[src/rtl/gray_frame_scheduler_if.sv]
// Control and frame-buffer/pipeline signal bundle for gray_frame_scheduler.
// master: the controller/bench side. slave: the scheduler.
// No latency of its own; plain wires.
interface gray_frame_scheduler_if #(
  parameter int ADDR_W = 19
);
  logic              start;
  logic              cont;
  logic              stop;
  logic [ADDR_W-1:0] base_addr;
  logic              ram_rd_en;
  logic [ADDR_W-1:0] ram_rd_addr;
  logic              pre_frame_vsync;
  logic              pre_frame_hsync;
  logic              pre_frame_de;
  logic              busy;
  logic              frame_done;

  modport master (
    output start, cont, stop, base_addr,
    input  ram_rd_en, ram_rd_addr, pre_frame_vsync, pre_frame_hsync,
    input  pre_frame_de, busy, frame_done
  );

  modport slave (
    input  start, cont, stop, base_addr,
    output ram_rd_en, ram_rd_addr, pre_frame_vsync, pre_frame_hsync,
    output pre_frame_de, busy, frame_done
  );
endinterface

[src/rtl/gray_frame_scheduler.sv]
// Frame sequencer: one frame-buffer read per active pixel, plus vsync/hsync/de.
// Latency: sync/de are registered and lag ram_rd_en by one cycle (the RAM read latency).
// No backpressure: reads are free-running in RUN; stop finishes the frame, then drains.
module gray_frame_scheduler #(
  parameter int H_ACTIVE = 640,
  parameter int H_FP     = 16,
  parameter int H_SYNC   = 96,
  parameter int H_BP     = 48,
  parameter int V_ACTIVE = 480,
  parameter int V_FP     = 10,
  parameter int V_SYNC   = 2,
  parameter int V_BP     = 33,
  parameter int ADDR_W   = 19,
  parameter int PIPE_LAT = 3
) (
  input  logic                   clk,
  input  logic                   rst,
  gray_frame_scheduler_if.slave  bus
);

  localparam int H_TOTAL = H_SYNC + H_BP + H_ACTIVE + H_FP;
  localparam int V_TOTAL = V_SYNC + V_BP + V_ACTIVE + V_FP;
  localparam int H_W     = $clog2(H_TOTAL);
  localparam int V_W     = $clog2(V_TOTAL);
  localparam int D_W     = $clog2(PIPE_LAT + 1) + 1;

  localparam logic [H_W-1:0] H_LAST   = H_W'(H_TOTAL - 1);
  localparam logic [V_W-1:0] V_LAST   = V_W'(V_TOTAL - 1);
  localparam logic [H_W-1:0] H_SYNC_E = H_W'(H_SYNC);
  localparam logic [V_W-1:0] V_SYNC_E = V_W'(V_SYNC);
  localparam logic [H_W-1:0] H_ACT_LO = H_W'(H_SYNC + H_BP);
  localparam logic [H_W-1:0] H_ACT_HI = H_W'(H_SYNC + H_BP + H_ACTIVE);
  localparam logic [V_W-1:0] V_ACT_LO = V_W'(V_SYNC + V_BP);
  localparam logic [V_W-1:0] V_ACT_HI = V_W'(V_SYNC + V_BP + V_ACTIVE);
  localparam logic [D_W-1:0] D_LAST   = D_W'(PIPE_LAT);

  typedef enum logic [1:0] {
    S_IDLE  = 2'd0,
    S_RUN   = 2'd1,
    S_DRAIN = 2'd2
  } state_t;

  state_t            state_q, state_d;
  logic [H_W-1:0]    h_cnt_q, h_cnt_d;
  logic [V_W-1:0]    v_cnt_q, v_cnt_d;
  logic [ADDR_W-1:0] addr_q, addr_d;
  logic              stop_pend_q, stop_pend_d;
  logic [D_W-1:0]    drain_cnt_q, drain_cnt_d;
  logic              vsync_q, vsync_d;
  logic              hsync_q, hsync_d;
  logic              de_q, de_d;
  logic              frame_done_q, frame_done_d;

  logic running, hs, vs, act, rd_en, last_slot, h_last;

  // Slot decode from the registered counters; everything downstream keys off these.
  always_comb begin
    running   = (state_q == S_RUN);
    hs        = (h_cnt_q < H_SYNC_E);
    vs        = (v_cnt_q < V_SYNC_E);
    act       = (h_cnt_q >= H_ACT_LO) && (h_cnt_q < H_ACT_HI) &&
                (v_cnt_q >= V_ACT_LO) && (v_cnt_q < V_ACT_HI);
    rd_en     = running && act;
    h_last    = (h_cnt_q == H_LAST);
    last_slot = h_last && (v_cnt_q == V_LAST);
  end

  // Next-state: frame sequencing, raster counters, read address and drain timer.
  always_comb begin
    state_d      = state_q;
    h_cnt_d      = h_cnt_q;
    v_cnt_d      = v_cnt_q;
    addr_d       = addr_q;
    stop_pend_d  = stop_pend_q;
    drain_cnt_d  = drain_cnt_q;
    // Timing outputs are the registered slot terms, so they land with ram_data.
    vsync_d      = running && vs;
    hsync_d      = running && hs;
    de_d         = rd_en;
    frame_done_d = running && last_slot;

    unique case (state_q)
      S_IDLE: begin
        h_cnt_d     = '0;
        v_cnt_d     = '0;
        drain_cnt_d = '0;
        stop_pend_d = 1'b0;
        if (bus.start) begin
          state_d = S_RUN;
          addr_d  = bus.base_addr;
        end
      end
      S_RUN: begin
        if (rd_en) addr_d = addr_q + ADDR_W'(1);
        if (bus.stop) stop_pend_d = 1'b1;
        if (last_slot) begin
          h_cnt_d = '0;
          v_cnt_d = '0;
          // A stop arriving in the last slot itself still prevents the wrap.
          if (bus.cont && !stop_pend_q && !bus.stop) begin
            addr_d = bus.base_addr;
          end else begin
            state_d     = S_DRAIN;
            drain_cnt_d = '0;
          end
        end else if (h_last) begin
          h_cnt_d = '0;
          v_cnt_d = v_cnt_q + V_W'(1);
        end else begin
          h_cnt_d = h_cnt_q + H_W'(1);
        end
      end
      S_DRAIN: begin
        // Hold off long enough for the last pixel to clear the downstream pipeline.
        h_cnt_d = '0;
        v_cnt_d = '0;
        if (drain_cnt_q == D_LAST) begin
          state_d     = S_IDLE;
          stop_pend_d = 1'b0;
        end else begin
          drain_cnt_d = drain_cnt_q + D_W'(1);
        end
      end
      default: state_d = S_IDLE;
    endcase
  end

  // State and registered outputs; reset aborts any frame without a frame_done.
  always_ff @(posedge clk or posedge rst) begin
    if (rst) begin
      state_q      <= S_IDLE;
      h_cnt_q      <= '0;
      v_cnt_q      <= '0;
      addr_q       <= '0;
      stop_pend_q  <= 1'b0;
      drain_cnt_q  <= '0;
      vsync_q      <= 1'b0;
      hsync_q      <= 1'b0;
      de_q         <= 1'b0;
      frame_done_q <= 1'b0;
    end else begin
      state_q      <= state_d;
      h_cnt_q      <= h_cnt_d;
      v_cnt_q      <= v_cnt_d;
      addr_q       <= addr_d;
      stop_pend_q  <= stop_pend_d;
      drain_cnt_q  <= drain_cnt_d;
      vsync_q      <= vsync_d;
      hsync_q      <= hsync_d;
      de_q         <= de_d;
      frame_done_q <= frame_done_d;
    end
  end

  // Read address is only presented while a frame is running; it reads 0 otherwise.
  always_comb begin
    bus.ram_rd_en       = rd_en;
    bus.ram_rd_addr     = running ? addr_q : '0;
    bus.pre_frame_vsync = vsync_q;
    bus.pre_frame_hsync = hsync_q;
    bus.pre_frame_de    = de_q;
    bus.busy            = (state_q != S_IDLE);
    bus.frame_done      = frame_done_q;
  end

endmodule

[src/flat_wrapper.sv]
// flat-port wrapper written by rule: the top's interface ports become plain ports
module gray_frame_scheduler_flat 
#(
  parameter int H_ACTIVE = 640,
  parameter int H_FP     = 16,
  parameter int H_SYNC   = 96,
  parameter int H_BP     = 48,
  parameter int V_ACTIVE = 480,
  parameter int V_FP     = 10,
  parameter int V_SYNC   = 2,
  parameter int V_BP     = 33,
  parameter int ADDR_W   = 19,
  parameter int PIPE_LAT = 3
)
  (clk, rst, bus_start, bus_cont, bus_stop, bus_base_addr, bus_ram_rd_en, bus_ram_rd_addr, bus_pre_frame_vsync, bus_pre_frame_hsync, bus_pre_frame_de, bus_busy, bus_frame_done);
  gray_frame_scheduler_if #(.ADDR_W(ADDR_W)) bus_i ();
  input  logic clk;
  input  logic rst;
  input wire logic [$bits(bus_i.start)-1:0] bus_start;
  input wire logic [$bits(bus_i.cont)-1:0] bus_cont;
  input wire logic [$bits(bus_i.stop)-1:0] bus_stop;
  input wire logic [$bits(bus_i.base_addr)-1:0] bus_base_addr;
  output wire logic [$bits(bus_i.ram_rd_en)-1:0] bus_ram_rd_en;
  output wire logic [$bits(bus_i.ram_rd_addr)-1:0] bus_ram_rd_addr;
  output wire logic [$bits(bus_i.pre_frame_vsync)-1:0] bus_pre_frame_vsync;
  output wire logic [$bits(bus_i.pre_frame_hsync)-1:0] bus_pre_frame_hsync;
  output wire logic [$bits(bus_i.pre_frame_de)-1:0] bus_pre_frame_de;
  output wire logic [$bits(bus_i.busy)-1:0] bus_busy;
  output wire logic [$bits(bus_i.frame_done)-1:0] bus_frame_done;
  assign bus_i.start = bus_start;
  assign bus_i.cont = bus_cont;
  assign bus_i.stop = bus_stop;
  assign bus_i.base_addr = bus_base_addr;
  assign bus_ram_rd_en = bus_i.ram_rd_en;
  assign bus_ram_rd_addr = bus_i.ram_rd_addr;
  assign bus_pre_frame_vsync = bus_i.pre_frame_vsync;
  assign bus_pre_frame_hsync = bus_i.pre_frame_hsync;
  assign bus_pre_frame_de = bus_i.pre_frame_de;
  assign bus_busy = bus_i.busy;
  assign bus_frame_done = bus_i.frame_done;
  gray_frame_scheduler #(.H_ACTIVE(H_ACTIVE), .H_FP(H_FP), .H_SYNC(H_SYNC), .H_BP(H_BP), .V_ACTIVE(V_ACTIVE), .V_FP(V_FP), .V_SYNC(V_SYNC), .V_BP(V_BP), .ADDR_W(ADDR_W), .PIPE_LAT(PIPE_LAT)) u_core (.clk(clk), .rst(rst), .bus(bus_i));
endmodule
[config.mk]
export PLATFORM = sky130hd
export DESIGN_NAME = gray_frame_scheduler_flat
export DESIGN_NICKNAME = d
export VERILOG_FILES = /design/src/rtl/gray_frame_scheduler_if.sv /design/src/rtl/gray_frame_scheduler.sv /design/src/flat_wrapper.sv
export SDC_FILE = /design/constraint.sdc
export NUM_CORES = 1
export LEC_CHECK = 0
export CELL_PAD_IN_SITES_DETAIL_PLACEMENT = 1
export CELL_PAD_IN_SITES_GLOBAL_PLACEMENT = 1
export CORE_ASPECT_RATIO = 1.25
export CORE_MARGIN = 3
export CORE_UTILIZATION = 44
export CTS_CLUSTER_SIZE = 8
export DETAILED_ROUTE_END_ITERATION = 7
export PLACE_DENSITY = 0.83
export SETUP_SLACK_MARGIN = 0.3
export SYNTH_ARGS = -nofsm -noshare
export SYNTH_HDL_FRONTEND = slang
export SYNTH_SLANG_ARGS = --single-unit
[constraint.sdc]
create_clock -name clk -period 4.2 [get_ports clk]
set_input_delay 0.63 -clock clk [delete_from_list [all_inputs] [get_ports clk]]
set_output_delay 0.63 -clock clk [all_outputs]
set_load 0.01 [all_outputs]
Yosys cells after proc, flatten, opt, wreduce, memory -nomap -nowiden
Cells that the tools add are included.
{"block": "word_totals", "register_bits": 49, "output_inout_bits": 25, "wordCells": 79}
{"block": "op_classes", "add_sub_neg": 4, "magnitude_cmp": 6, "n_eq_ne": 12, "muxes": 24, "n_reduce_logical": 23}
{"operator": "two-way mux 19 bit", "count": 5}
{"operator": "two-way mux 10 bit", "count": 4}
{"operator": "one-hot mux 10 bit (2 select lines)", "count": 2}
{"operator": "one-hot mux 19 bit (2 select lines)", "count": 1}
{"operator": "adder 10 x 1 -> 10 bit (second input constant)", "count": 2}
{"operator": "equality test 10 bit (second input constant)", "count": 2}
{"operator": "less-than comparator 10 bit (second input constant)", "count": 2}
{"operator": "adder 19 x 1 -> 19 bit (second input constant)", "count": 1}
{"operator": "greater-or-equal comparator 10 x 6 -> 1 bit (second input constant)", "count": 1}
{"operator": "greater-or-equal comparator 10 x 8 -> 1 bit (second input constant)", "count": 1}
{"operator": "logical AND 1 bit", "count": 10}
{"operator": "less-than comparator 10 x 2 -> 1 bit (second input constant)", "count": 1}
{"operator": "less-than comparator 10 x 7 -> 1 bit (second input constant)", "count": 1}
{"operator": "inequality test 2 bit (second input constant)", "count": 5}
{"operator": "two-way mux 3 bit", "count": 3}
{"operator": "one-hot mux 3 bit (3 select lines)", "count": 1}
{"operator": "two-way mux 2 bit", "count": 4}
{"operator": "AND reduction 4 bit", "count": 2}
{"operator": "one-hot mux 2 bit (3 select lines)", "count": 1}
{"operator": "nonzero test 2 bit", "count": 3}
{"operator": "AND reduction 2 bit", "count": 2}
{"operator": "adder 3 x 1 -> 3 bit (second input constant)", "count": 1}
{"operator": "equality test 3 x 2 -> 1 bit (second input constant)", "count": 1}
{"operator": "inequality test 3 bit (second input constant)", "count": 1}
{"operator": "10 further kinds", "count": 12}

Longest topological paths before layout
{"block": "logic_depth", "word_depth": 9, "depth_mapped": 9, "ltp_nobuf": 8}

Worst setup path before layout
No wires, ideal clock.
{"block": "synth_path", "path_kind": "register -> register", "from": "reg u_core.v_cnt_q[6]", "to": "reg u_core.addr_q[3]", "t_arrival_ps": 2055, "setup_slack_ps": 2019, "stages_incl_launch_ff": 6, "path_buffers": 0, "synth_period_minus_slack_ps": 2181, "cell_sequence": "dfrtp_1 > or3_4 > or4_4 > o31ai_4 > o21ai_1 > a221o_1"}
{"block": "synth_between", "elab_chain_cells": 8, "elab_cells_between_ends": 11, "classes_between": "order compare (2); eq/ne (1); mux (4); reduce/logical (4)"}
{"element": "start: declaration", "line": "gray_frame_scheduler.sv:45", "text": "logic [V_W-1:0] v_cnt_q, v_cnt_d;"}
{"element": "start signal: assignment", "line": "gray_frame_scheduler.sv:144", "text": "v_cnt_q <= v_cnt_d;"}
{"element": "greater-or-equal comparator 10 x 6 -> 1 bit", "line": "gray_frame_scheduler.sv:62", "text": "(v_cnt_q >= V_ACT_LO) && (v_cnt_q < V_ACT_HI);"}
{"element": "logical AND 1 bit", "line": "gray_frame_scheduler.sv:61", "text": "act = (h_cnt_q >= H_ACT_LO) && (h_cnt_q < H_ACT_HI) &&"}
{"element": "logical AND 1 bit", "line": "gray_frame_scheduler.sv:62"}
{"element": "logical AND 1 bit", "line": "gray_frame_scheduler.sv:63", "text": "rd_en = running && act;"}
{"element": "two-way mux 19 bit", "line": "gray_frame_scheduler.sv:94", "text": "if (rd_en) addr_d = addr_q + ADDR_W'(1);"}
{"element": "two-way mux 19 bit", "line": "gray_frame_scheduler.sv:100", "text": "if (bus.cont && !stop_pend_q && !bus.stop) begin"}
{"element": "two-way mux 19 bit *", "line": "gray_frame_scheduler.sv:96", "text": "if (last_slot) begin"}
{"element": "one-hot mux 19 bit (2 select lines) *", "line": "gray_frame_scheduler.sv:82", "text": "unique case (state_q)"}
{"element": "end signal: assignment", "line": "gray_frame_scheduler.sv:145", "text": "addr_q <= addr_d;"}
{"element": "end: declaration", "line": "gray_frame_scheduler.sv:46", "text": "logic [ADDR_W-1:0] addr_q, addr_d;"}
Every way passes the cells marked *; elsewhere a longest branch is shown, timed or not.
A chain may end at the register's enable or synchronous reset.

Worst setup path after layout
{"block": "layout_path", "from": "reg u_core.v_cnt_q[1]", "to": "out bus_ram_rd_en"}
{"block": "layout_between", "elab_chain_cells": 4, "elab_cells_between_ends": 5, "classes_between": "order compare (2); reduce/logical (3)"}
{"element": "greater-or-equal comparator 10 x 6 -> 1 bit", "line": "gray_frame_scheduler.sv:62"}
{"element": "logical AND 1 bit", "line": "gray_frame_scheduler.sv:61"}
{"element": "logical AND 1 bit *", "line": "gray_frame_scheduler.sv:62"}
{"element": "logical AND 1 bit *", "line": "gray_frame_scheduler.sv:63"}
{"element": "end: declaration", "line": "flat_wrapper.sv:23", "text": "output wire logic [$bits(bus_i.ram_rd_en)-1:0] bus_ram_rd_en;"}
Marks and branches as above.

==> impl_metrics.yaml <==
clock_tree:
  cts_buffers: 5
  cts_max_level: 2
  cts.clk_slew.worst_paths_ns: 0.09
  clockRootBuffer: "clkbuf_8"
  cts_buffer_depth: 2
  cts_tree: "done"
  cts_setup_buffers: 0
  clock-sinks: 49
  clk-insertion-delay-late_ns: 0.30
cells_and_area:
  drive_gt1_share_pct: 7.14
  fin_util_pct: 55.0
  fin_nets: 422
  final-seq-area_um2: 1230
  multi_input_area_um2: 1730
  num-fill-cells: 803
  syn_to_final_growth_pct: 19.0
  num_antenna_cells: 0
sta:
  fin_crit_sh_pct: 83.7
  tightest_slew_ns: 0.922
  slew_violations: 0
  rsz0062_at_grt: "no"
  finalSetupViolCount: 0
  finalClockSkew_ns: 0.00467
  slew_headroom_pct: 38.1
  hold_viol: 0
  fin_crit_ns: 3.51
  tns_ns: 0
  max_freq_mhz: 285
die:
  die-area_um2: 8070
  ioPinCount: 49
  rows: 33
  die_h_um: 99.7
  die_width_um: 80.9
  core_um2: 6690
  initial_core_util_pct: 46.2
worst_setup_path:
  cp_slowest_stage_delay_ns: 0.57
  worstPathRequired_ns: 3.57
  cp-start-kind: "flip-flop"
  crit_arrival_ns: 2.88
  cpMaxStageDelayCell: "clkdlybuf4s50_1"
  cp-end-kind: "primary output"
  critical_path.max_fanout: 19
  crit_path_cell_trace: "ha_1 -> nor4_1 -> a31oi_1 -> or2_2 -> inv_2 -> clkdlybuf4s50_1"
  path_class: "reg2out"
yosys:
  synthArstFlopShare_pct: 100
  synth-edff-count: 0
  syn_nets: 382
  synth_area_um2: 3090
  syn_area_per_cell_um2: 8.80
  synth_top_area_cell: "dfrtp_1"
  yosys_warnings: 0
  ys.flop_type: "dfrtp_1"
  netlist_instances: 351
  ys_types: 70
  synthTopCellsByArea: "dfrtp_1 40%, nand2_1 5.6%, and2_1 5.1%, nor2_1 3.8%, ha_1 2.8%"
  ys_seq_area_share_pct: 39.7
  ys_seq_elements: 49
  synth_top_area_share_pct: 39.7
global_routing:
  grt_max_degree: 31
  grt_pass1_wl_um: 14400
  antenna_found_initial: 0
  grt_pass1_vias: 2938
  track_usage_pct: 22.8
  grt_remaining_overflow: 0
drt:
  firstDrtPassIters: 4
  vias: 2870
  avgRoutedWirePerCell_um: 18.4
  ant_nets: 0
  routed_wl_um: 8820
  via_per_inst: 5.99
  drc: 0
  drt_iter0_drc: 148
flow_run:
  maxCapViolations: 0
placement:
  dp_hpwl_um: 6510
  io_buffer_count: 48
  place.gp.congestion: 0.812
pwr:
  leakage_nw: 1.44
  p_per_area_nw_per_um2: 410
  max-vdd-ir-drop_mv: 0.188
worst_hold_path:
  holdCritPathClass: "reg2reg"
outcome:
  status: "complete, no violations"
-- state kept, by name, summed over array words and instances, names as in the netlist --
signal and count:
u_core.stop_pend_q 1, u_core.v_cnt_q 10, u_core.h_cnt_q 10, u_core.bus.frame_done 1, u_core.addr_q 19, u_core.drain_cnt_q 3
u_core.state_q 2, u_core.bus.pre_frame_vsync 1, u_core.bus.pre_frame_hsync 1, u_core.bus.pre_frame_de 1
-- final cells by class --
class                   instances  area share, %
clock buffers                   6           1.97
flip-flops and latches         49           33.4
well taps                      87           2.96
multi-input cells             276           46.9
repair buffers                 51           13.7
inverters                       8          0.817
clock inverters                 2          0.272
-- cells in the mapped netlist (3+ instances only) --
cell type  instances
dfrtp_1           49
nand2_1           46
nor2_1            31
and2_1            25
o21ai_0           16
nand3_1           15
clkbuf_1          10
nand4_1           10
nor3_1            10
ha_1               7
inv_1              7
nor4_1             7
nand4b_1           6
a211oi_1           5
a21oi_1            5
a31oi_1            5
o211ai_1           5
a311oi_1           4
and3_1             4
nand2b_1           4
o31ai_1            4
or4_1              4
xor2_1             4
buf_2              3
nor2b_1            3
o22ai_1            3
o2bb2ai_1          3
o311ai_0           3
-- through the flow --
step	total power, W	hold WS, ns	instance area [um2]	std cells	setup WS, ns
final	0.00151	0.503	3680	479	0.685
after global routing	0.00161	0.532	3680	479	0.495
after CTS	0.00152	0.503	3680	479	0.425
after detailed placement	0.00124	0.477	3590	471	0.864
after global placement	0.00122	0.472	3590	471	0.940
after floorplan	0.000987	0.456	3090	351	2.02
-- cell families after synthesis --
family | Yosys count | synth area share (%)
multiplexers | 1 | 0.324
AND/OR/NAND/NOR | 189 | 34.0
XOR/XNOR | 5 | 1.42
adder cells (fa/ha/maj) | 7 | 2.84
AO/OA/AOI/OAI | 74 | 17.3
flip-flops | 49 | 39.7
buffers and inverters | 26 | 4.42
-- timing repair --
action                                  in CTS  in global routing
gates resized for setup                      0                  1
endpoints found under the setup margin       0                  1
hold buffers                                 0                  0
endpoints found under the hold margin        0                  0
-- placed cells by master (no fill, tap or decap), drive strengths merged, types with 5 or more instances in the layout --
master and instances:
clkbuf 6, a21oi 5, dfrtp 49, inv 8, nand4 11, clkdlybuf4s50 48
o31ai 5, o211ai 5, a31oi 5, and3 5, nand2 47, nor4 8
nand4b 6, and2 26, nor2 34, or4 5, ha 7, nor3 11
nand3 15, o21ai 17, a211oi 5
-- power by group --
part | switching (W) | total [W] | internal, W
registers | 0.000149 | 0.000723 | 0.000574
clock network | 0.000158 | 0.000274 | 0.000116
logic | 0.000216 | 0.000509 | 0.000293
total | 0.000522 | 0.00151 | 0.000983
-- critical path: cells and delay by family (launching register included) --
family,cells,cell delay (ns)
fa+ha+maj,1,0.27
simple gates,2,0.85
flops,1,0.45
buf+inv,2,0.81
compound gates,1,0.20
-- worst paths after layout --
path	depth (start not counted)	start	endpoint	slack, ns
setup / recovery	6	u_core.v_cnt_q[1]	bus_ram_rd_en	0.69
hold / removal	1	u_core.drain_cnt_q[2]	u_core.drain_cnt_q[2]	0.50
setup reg to reg	6	u_core.v_cnt_q[1]	u_core.addr_q[3]	1.58
hold reg to reg	1	u_core.drain_cnt_q[2]	u_core.drain_cnt_q[2]	0.50
max in group asynchronous	3	rst	u_core.addr_q[8]	2.78
min in group asynchronous	2	rst	u_core.addr_q[10]	0.65
-- metal layers --
metal,up-vias,part of all wire (%),global-route usage (%)
met1,1423,43,27.7
met3,10,3.5,2.99
li1,1367,-,-
met2,70,52,41.0
met4,0,1.2,7.54
met5,-,0,0
No activity file was read; power rests on OpenSTA's default activity.
